==> config.mk <==
export PLATFORM = sky130hd
export DESIGN_NAME = secuenciador_barrido
export DESIGN_NICKNAME = d
export VERILOG_FILES = /design/src/rtl/secuenciador_barrido.sv
export SDC_FILE = /design/constraint.sdc
export NUM_CORES = 1
export LEC_CHECK = 0
export CORE_MARGIN = 1
export CORE_UTILIZATION = 59
export CTS_BUF_LIST = sky130_fd_sc_hd__clkbuf_8
export DETAILED_ROUTE_END_ITERATION = 8
export DONT_BUFFER_PORTS = 1
export PLACE_DENSITY = 0.85
export SLEW_MARGIN = 20
export SYNTH_ARGS = -nofsm -noshare
export SYNTH_HDL_FRONTEND = slang
export SYNTH_SLANG_ARGS = --single-unit
==> constraint.sdc <==
create_clock -name Clock -period 2.8 [get_ports Clock]
set_input_delay 0.7 -clock Clock [delete_from_list [all_inputs] [get_ports Clock]]
set_output_delay 0.7 -clock Clock [all_outputs]
set_load 0.02 [all_outputs]
==> src/rtl/secuenciador_barrido.sv <==
// Timed address sequencer for a 4-to-16 decoder: sweeps a latched address window
// up or down, holding each address Divisor+1 cycles, in single-shot or wrap-around mode.
module secuenciador_barrido #(
  parameter int DIV_WIDTH = 8
) (
  input  logic                 Clock,
  input  logic                 Reset,
  input  logic                 Arranque,
  input  logic                 Parada,
  input  logic                 Modo,
  input  logic                 Sentido,
  input  logic [3:0]           Inicio,
  input  logic [3:0]           Fin,
  input  logic [DIV_WIDTH-1:0] Divisor,
  output logic [3:0]           Direccion,
  output logic                 Habilitar,
  output logic                 FinBarrido
);

  typedef enum logic {REPOSO = 1'b0, ACTIVO = 1'b1} estado_t;

  estado_t                estado_reg, estado_next;
  logic [3:0]             direccion_reg, direccion_next;
  logic                   fin_barrido_reg, fin_barrido_next;
  logic [DIV_WIDTH-1:0]   presc_reg, presc_next;
  logic                   modo_reg, modo_next;
  logic                   sentido_reg, sentido_next;
  logic [3:0]             inicio_reg, inicio_next;
  logic [3:0]             fin_reg, fin_next;
  logic [DIV_WIDTH-1:0]   divisor_reg, divisor_next;
  logic                   tick;

  always_ff @(posedge Clock or posedge Reset) begin
    if (Reset) begin
      estado_reg      <= REPOSO;
      direccion_reg   <= '0;
      fin_barrido_reg <= 1'b0;
      presc_reg       <= '0;
      modo_reg        <= 1'b0;
      sentido_reg     <= 1'b0;
      inicio_reg      <= '0;
      fin_reg         <= '0;
      divisor_reg     <= '0;
    end else begin
      estado_reg      <= estado_next;
      direccion_reg   <= direccion_next;
      fin_barrido_reg <= fin_barrido_next;
      presc_reg       <= presc_next;
      modo_reg        <= modo_next;
      sentido_reg     <= sentido_next;
      inicio_reg      <= inicio_next;
      fin_reg         <= fin_next;
      divisor_reg     <= divisor_next;
    end
  end

  assign tick = (presc_reg == divisor_reg);

  always_comb begin
    estado_next      = estado_reg;
    direccion_next   = direccion_reg;
    fin_barrido_next = 1'b0;
    presc_next       = presc_reg;
    modo_next        = modo_reg;
    sentido_next     = sentido_reg;
    inicio_next      = inicio_reg;
    fin_next         = fin_reg;
    divisor_next     = divisor_reg;
    case (estado_reg)
      REPOSO: begin
        // Stop wins over start so a held Parada keeps the block parked.
        if (Arranque && !Parada) begin
          modo_next      = Modo;
          sentido_next   = Sentido;
          inicio_next    = Inicio;
          fin_next       = Fin;
          divisor_next   = Divisor;
          direccion_next = Inicio;
          presc_next     = '0;
          estado_next    = ACTIVO;
        end
      end
      ACTIVO: begin
        if (Parada) begin
          estado_next = REPOSO;
          presc_next  = '0;
        end else if (tick) begin
          presc_next = '0;
          if (direccion_reg == fin_reg) begin
            fin_barrido_next = 1'b1;
            if (modo_reg) direccion_next = inicio_reg;
            else          estado_next    = REPOSO;
          end else if (sentido_reg) begin
            direccion_next = direccion_reg - 4'd1;
          end else begin
            direccion_next = direccion_reg + 4'd1;
          end
        end else begin
          presc_next = presc_reg + 1'b1;
        end
      end
      default: estado_next = REPOSO;
    endcase
  end

  assign Direccion  = direccion_reg;
  assign Habilitar  = (estado_reg == ACTIVO);
  assign FinBarrido = fin_barrido_reg;

endmodule

After elaboration in Yosys (flattened, before gate mapping)

Index checks and enable logic that the tools add are counted.

Register bits after elaboration: 32
Bits of input ports: 22

$add $sub $neg: 3
Eq/ne operators: 6
Muxes and demuxes: 21
Bitwise operators: 1
Reductions and logical operators: 4

Operator list:

| operator                                               | number |
|---|---|
| 2-to-1 mux 4 bit                                       | 6 |
| 2-to-1 mux 8 bit                                       | 3 |
| case mux 8 bit (2 select lines)                        | 1 |
| 2-to-1 mux 1 bit                                       | 9 |
| adder 8 x 1 -> 8 bit (second input constant)           | 1 |
| == test 8 bit                                          | 1 |
| case mux 4 bit (2 select lines)                        | 1 |
| adder 4 x 1 -> 4 bit (second input constant)           | 1 |
| == test 4 bit                                          | 1 |
| inequality test 2 bit (second input constant)          | 2 |
| AND reduction 4 bit                                    | 1 |
| subtractor 4 x 1 -> 4 bit (second input constant)      | 1 |
| inequality test 3 bit (second input constant)          | 1 |
| inequality test 2 x 1 -> 1 bit (second input constant) | 1 |
| case mux 1 bit (2 select lines)                        | 1 |
| AND reduction 2 bit                                    | 1 |
| logical AND 1 bit                                      | 1 |
| zero test 1 bit                                        | 1 |
| NOT 1 bit                                              | 1 |

Longest topological paths before layout

Depth after elaboration: 6
Gate-level depth with buffers: 6

Worst setup path after synthesis

No wires, ideal clock.

Path type: input to register
Start point: input Parada
End point: register divisor_reg[0]
Library setup time: 0.125 ns
Data arrival time: 1.950 ns
Data required time: 2.675 ns
Slack: 0.726 ns
Cell stages on the path: 5
Buffers on the path: 2
Cell sequence: nand2b_1 -> or2_2 -> clkbuf_1 -> clkbuf_1 -> mux2_2

Longest elaborated chain between the ends: 3

Ends and longest elaborated chain:

| what                          | RTL line | RTL |
|---|---|---|
| start: declaration            | 9        | `input logic Parada,` |
| zero test 1 bit               | 72       | `if (Arranque && !Parada) begin` |
| logical AND 1 bit             | 72       |  |
| AND reduction 2 bit (no line) | --       |  |
| end signal: assignment        | 53       | `divisor_reg <= divisor_next;` |
| end: declaration              | 30       | `logic [DIV_WIDTH-1:0] divisor_reg, divisor_next;` |

Every way passes these cells.
A chain may end at the register's enable or synchronous reset.

Worst setup path after layout

Start point: register presc_reg[3]
End point: register direccion_reg[2] (netlist: Direccion[2])

Longest elaborated chain between the ends: 3

Ends and longest elaborated chain:

| what                                     | RTL line | RTL |
|---|---|---|
| start: declaration                       | 25       | `logic [DIV_WIDTH-1:0] presc_reg, presc_next;` |
| start signal: assignment                 | 48       | `presc_reg <= presc_next;` |
| == test 8 bit                            | 57       | `assign tick = (presc_reg == divisor_reg);` |
| inequality test 2 x 1 -> 1 bit (no line) | --       |  |
| AND reduction 4 bit (no line)            | --       |  |
| end signal: assignment                   | 46       | `direccion_reg <= direccion_next;` |
| end: declaration                         | 23       | `logic [3:0] direccion_reg, direccion_next;` |

Every way passes these cells.

==> summary.md <==
| Metric | Value |
|---|---|
| Status | `complete, no violations` |
| Worst hold-check path type | `primary input to asynchronous set/reset pin` |
| Final slew viol count | `0` |
| Cts bufs inserted | `5` |
| Cell count after synthesis | `144` |
| Post-Layout Cell Count | `181` |
| Total grt overflow | `0` |
| Vias in the first global route | `1242` |
| Netlist cell types | `33` |
| # setup viols final | `0` |
| RD Place Congestion | `between 0.8 and 0.9` |
| Drt pass-1 iters | `4` |
| Post-CTS Setup Bufs | `0` |
| Yosys warning count | `0` |
| Initial drt markers | `35` |
| Vias per inst | `6.33` |
| DIE AREA | `3040 µm²` |
| Ports | `28` |
| Layout area overhead | `7.82%` |
| Slew margin rel. | `56.5%` |
| Crit end category | `register` |
| Worst-path fanout max | `7` |
| Share of cells above drive strength 1 | `23.2%` |
| DRC Markers | `0` |
| Final HPWL DP | `2350 µm` |
| N_diodes | `0` |
| Clock-pin slew on the worst setup and hold paths | `0.06 ns` |
| #FFs+latches synth | `32` |
| CP max-delay cell | `a2111o_1` |
| Synth top area share | `48.1%` |
| Clock root cell | `clkbuf_8` |
| Sum of negative setup slack | `0 ns` |
| Longest Clk Path Bufs | `2` |
| Cells after DPL | `174` |
| Core area | `2570 µm²` |
| Crit Path Class | `register to register` |
| WL per Instance | `18.4 µm` |
| Power density over the cells | `793 nW/µm²` |
| Hold Vio Cnt, Final | `0` |
| Starting Density | `64.8%` |
| Worst-Margin Slew | `0.653 ns` |
| Hold slack | `0.383 ns` |
| Clock Latency Late Sink | `between 0.2 and 0.3 ns` |
| Post-synthesis sequential area ratio | `48.1%` |
| Port Buf Inserts | `0` |
| Final Cell Area | `1790 µm²` |
| Synth Net Count | `170` |
| Startpoint Class | `register` |
| Peak per-stage delay on the critical path | `~0.52 ns` |
| Max VDD drop | `between 500 and 600 µV` |
| Most area-consuming cells after synthesis | `dfrtp_1 48%, mux2_2 12%, xor2_1 4.7%` |
| Die H | `55.1 µm` |
| H-tree depth | `2` |
| Nets | `177` |
| Multi-input gate area | `826 µm²` |
| Mapped Area | `1660 µm²` |
| Syn Area/Cell | `approximately 12 µm²` |
| Area after DPL | `between 1500 and 2000 µm²` |
| Data arrival, critical path | `2.26 ns` |
| Routed wire length | `3340 µm` |
| Cts repair resizes | `0` |
| Largest net degree at the start of global routing | `33` |
| DR vias | `1145` |
| Fmax achieved | `480 MHz` |
| Antenna Nets Post-Route | `0` |
| Yosys top cell by area | `dfrtp_1` |
| # hold bufs at CTS | `0` |
| CTS tree | `built` |
| Leak pwr | `around 0.8 nW` |
| Final period utilization | `74.4%` |
| Fin crit period | `2.08 ns` |
| Register area | `801 µm²` |
| CTS sink cnt | `32` |
| First-pass GRT wire length | `between 5000 and 6000 µm` |
| Num rows | `18` |
| WP data required | `just under 3 ns` |
| Die W | `55.1 µm` |
| Cell Chain, Critical Path | `xor2_1, nor4_4, nand2_2, a2111o_1, mux2_4` |
| RSZ-0062 raised after global routing | `no` |
| Setup Skew | `a little under 0.005 ns` |
| FILL cells | `187` |
| Total GRT Usage | `a little over a quarter` |
| MaxCap Viol Count | `0` |
| Initial antenna violation count | `0` |
## power breakdown
| part | switching (W) | internal [W] | total, W |
|---|---|---|---|
| sequential | 0.000147 | 0.000549 | 0.000696 |
| combinational | 0.000194 | 0.000210 | 0.000404 |
| clock | 0.000159 | 0.000165 | 0.000324 |
## cells in the mapped netlist
master    instances
mux2i_1           4
a2111o_1          1
clkbuf_1          4
ha_1              3
nand3_1           2
a22o_1            2
a31oi_1           6
o21ai_0           4
xnor2_1           6
and3_1            1
o22ai_1           1
a21oi_1           5
nor3b_1           1
nor3_1            2
dfrtp_1          32
inv_1             6
nor4_4            2
nand4_1           1
nor2_1            5
a311oi_1          1
a41oi_1           2
a21o_1            2
xor2_1            9
nor2b_1           3
mux2_4            1
mux2_2           18
or2_2             3
a211oi_1          1
nor4b_1           1
nand2b_1          4
nand2_1           9
nand2_2           1
fa_1              1
## worst max-delay path, delay by kind of cell (launching register included)
kind	cells	cell delay, ns
AO/OA/AOI/OAI	1	0.52
XOR/XNOR	1	0.21
flip-flops	1	0.47
multiplexers	1	0.32
AND/OR/NAND/NOR	2	0.46
## routing by layer
layer  global-route usage (%)  wire length [µm]  up-vias
li1                         -                 -      529
met1                     29.9              1400      558
met2                     43.4              1600       50
met3                     12.6               258        8
met4                     10.4                73        0
met5                        0                 0        -
## per-stage QoR
step | total power, W | setup WS, ns | utilization [%]
after detailed placement | 0.00110 | 0.757 | 66.9
after global placement | 0.00107 | 0.775 | 66.9
final | 0.00142 | 0.716 | 69.9
after floorplan | 0.000998 | 0.726 | -
after global routing | 0.00150 | 0.595 | 69.9
after CTS | 0.00143 | 0.738 | 69.9
## final timing paths
check	start	to	slack [ns]	depth (start not counted)
setup reg to reg	presc_reg[3]$_DFFE_PP0P_	Direccion[2]$_DFFE_PP0P_	0.72	5
hold reg to reg	inicio_reg[3]$_DFFE_PP0P_	inicio_reg[3]$_DFFE_PP0P_	0.49	2
hold / removal	Reset	presc_reg[0]$_DFFE_PP0P_	0.38	2
max in group asynchronous	Reset	sentido_reg$_DFFE_PP0P_	2.13	2
setup / recovery	presc_reg[3]$_DFFE_PP0P_	Direccion[2]$_DFFE_PP0P_	0.72	5
min in group Clock	Parada	Habilitar$_DFF_PP0_	0.48	1
## cells in the final DEF (no fill, tap or decap)
cell type | Yosys | final
nor3b_1 | 1 | 1
ha_1 | 3 | 3
nand4_1 | 1 | 1
mux2i_1 | 4 | 4
a21oi_1 | 5 | 5
fa_1 | 1 | 1
a211oi_1 | 1 | 1
o21ai_0 | 4 | 4
nand2b_1 | 4 | 4
nand2_1 | 9 | 9
clkinv_2 | 0 | 1
nor2_1 | 5 | 5
clkbuf_8 | 0 | 5
nand3_1 | 2 | 2
nor4_4 | 2 | 2
mux2_2 | 18 | 18
a311oi_1 | 1 | 1
a2111o_1 | 1 | 1
xor2_1 | 9 | 9
nor2b_1 | 3 | 3
a21o_1 | 2 | 2
a22o_1 | 2 | 2
a31oi_1 | 6 | 6
dfrtp_1 | 32 | 32
nor4b_1 | 1 | 1
buf_4 | 0 | 4
nor3_1 | 2 | 2
o22ai_1 | 1 | 1
xnor2_1 | 6 | 6
or2_2 | 3 | 3
and3_1 | 1 | 1
nand2_2 | 1 | 1
mux2_4 | 1 | 1
inv_1 | 6 | 7
a41oi_1 | 2 | 2
## cell type report
cell class | instances | share of cell area (%)
Clock buffer | 5 | 3.84
Clock inverter | 2 | 0.488
Inverter | 6 | 1.26
Multi-Input combinational cell | 102 | 46.0
Sequential cell | 32 | 44.6
Tap cell | 30 | 2.09
Timing Repair Buffer | 4 | 1.67
## kinds of logic (layout without fill, tap and decap cells)
kind of cell | Yosys count | after routing | synth area share (%)
compound gates | 25 | 25 | 10.0
xor+xnor | 15 | 15 | 7.89
fa+ha+maj | 4 | 4 | 3.46
buf+inv | 10 | 17 | 2.26
flops | 32 | 32 | 48.1
mux | 23 | 23 | 15.5
simple gates | 35 | 35 | 12.8
Note: power is estimated with default switching activity, not from simulation.
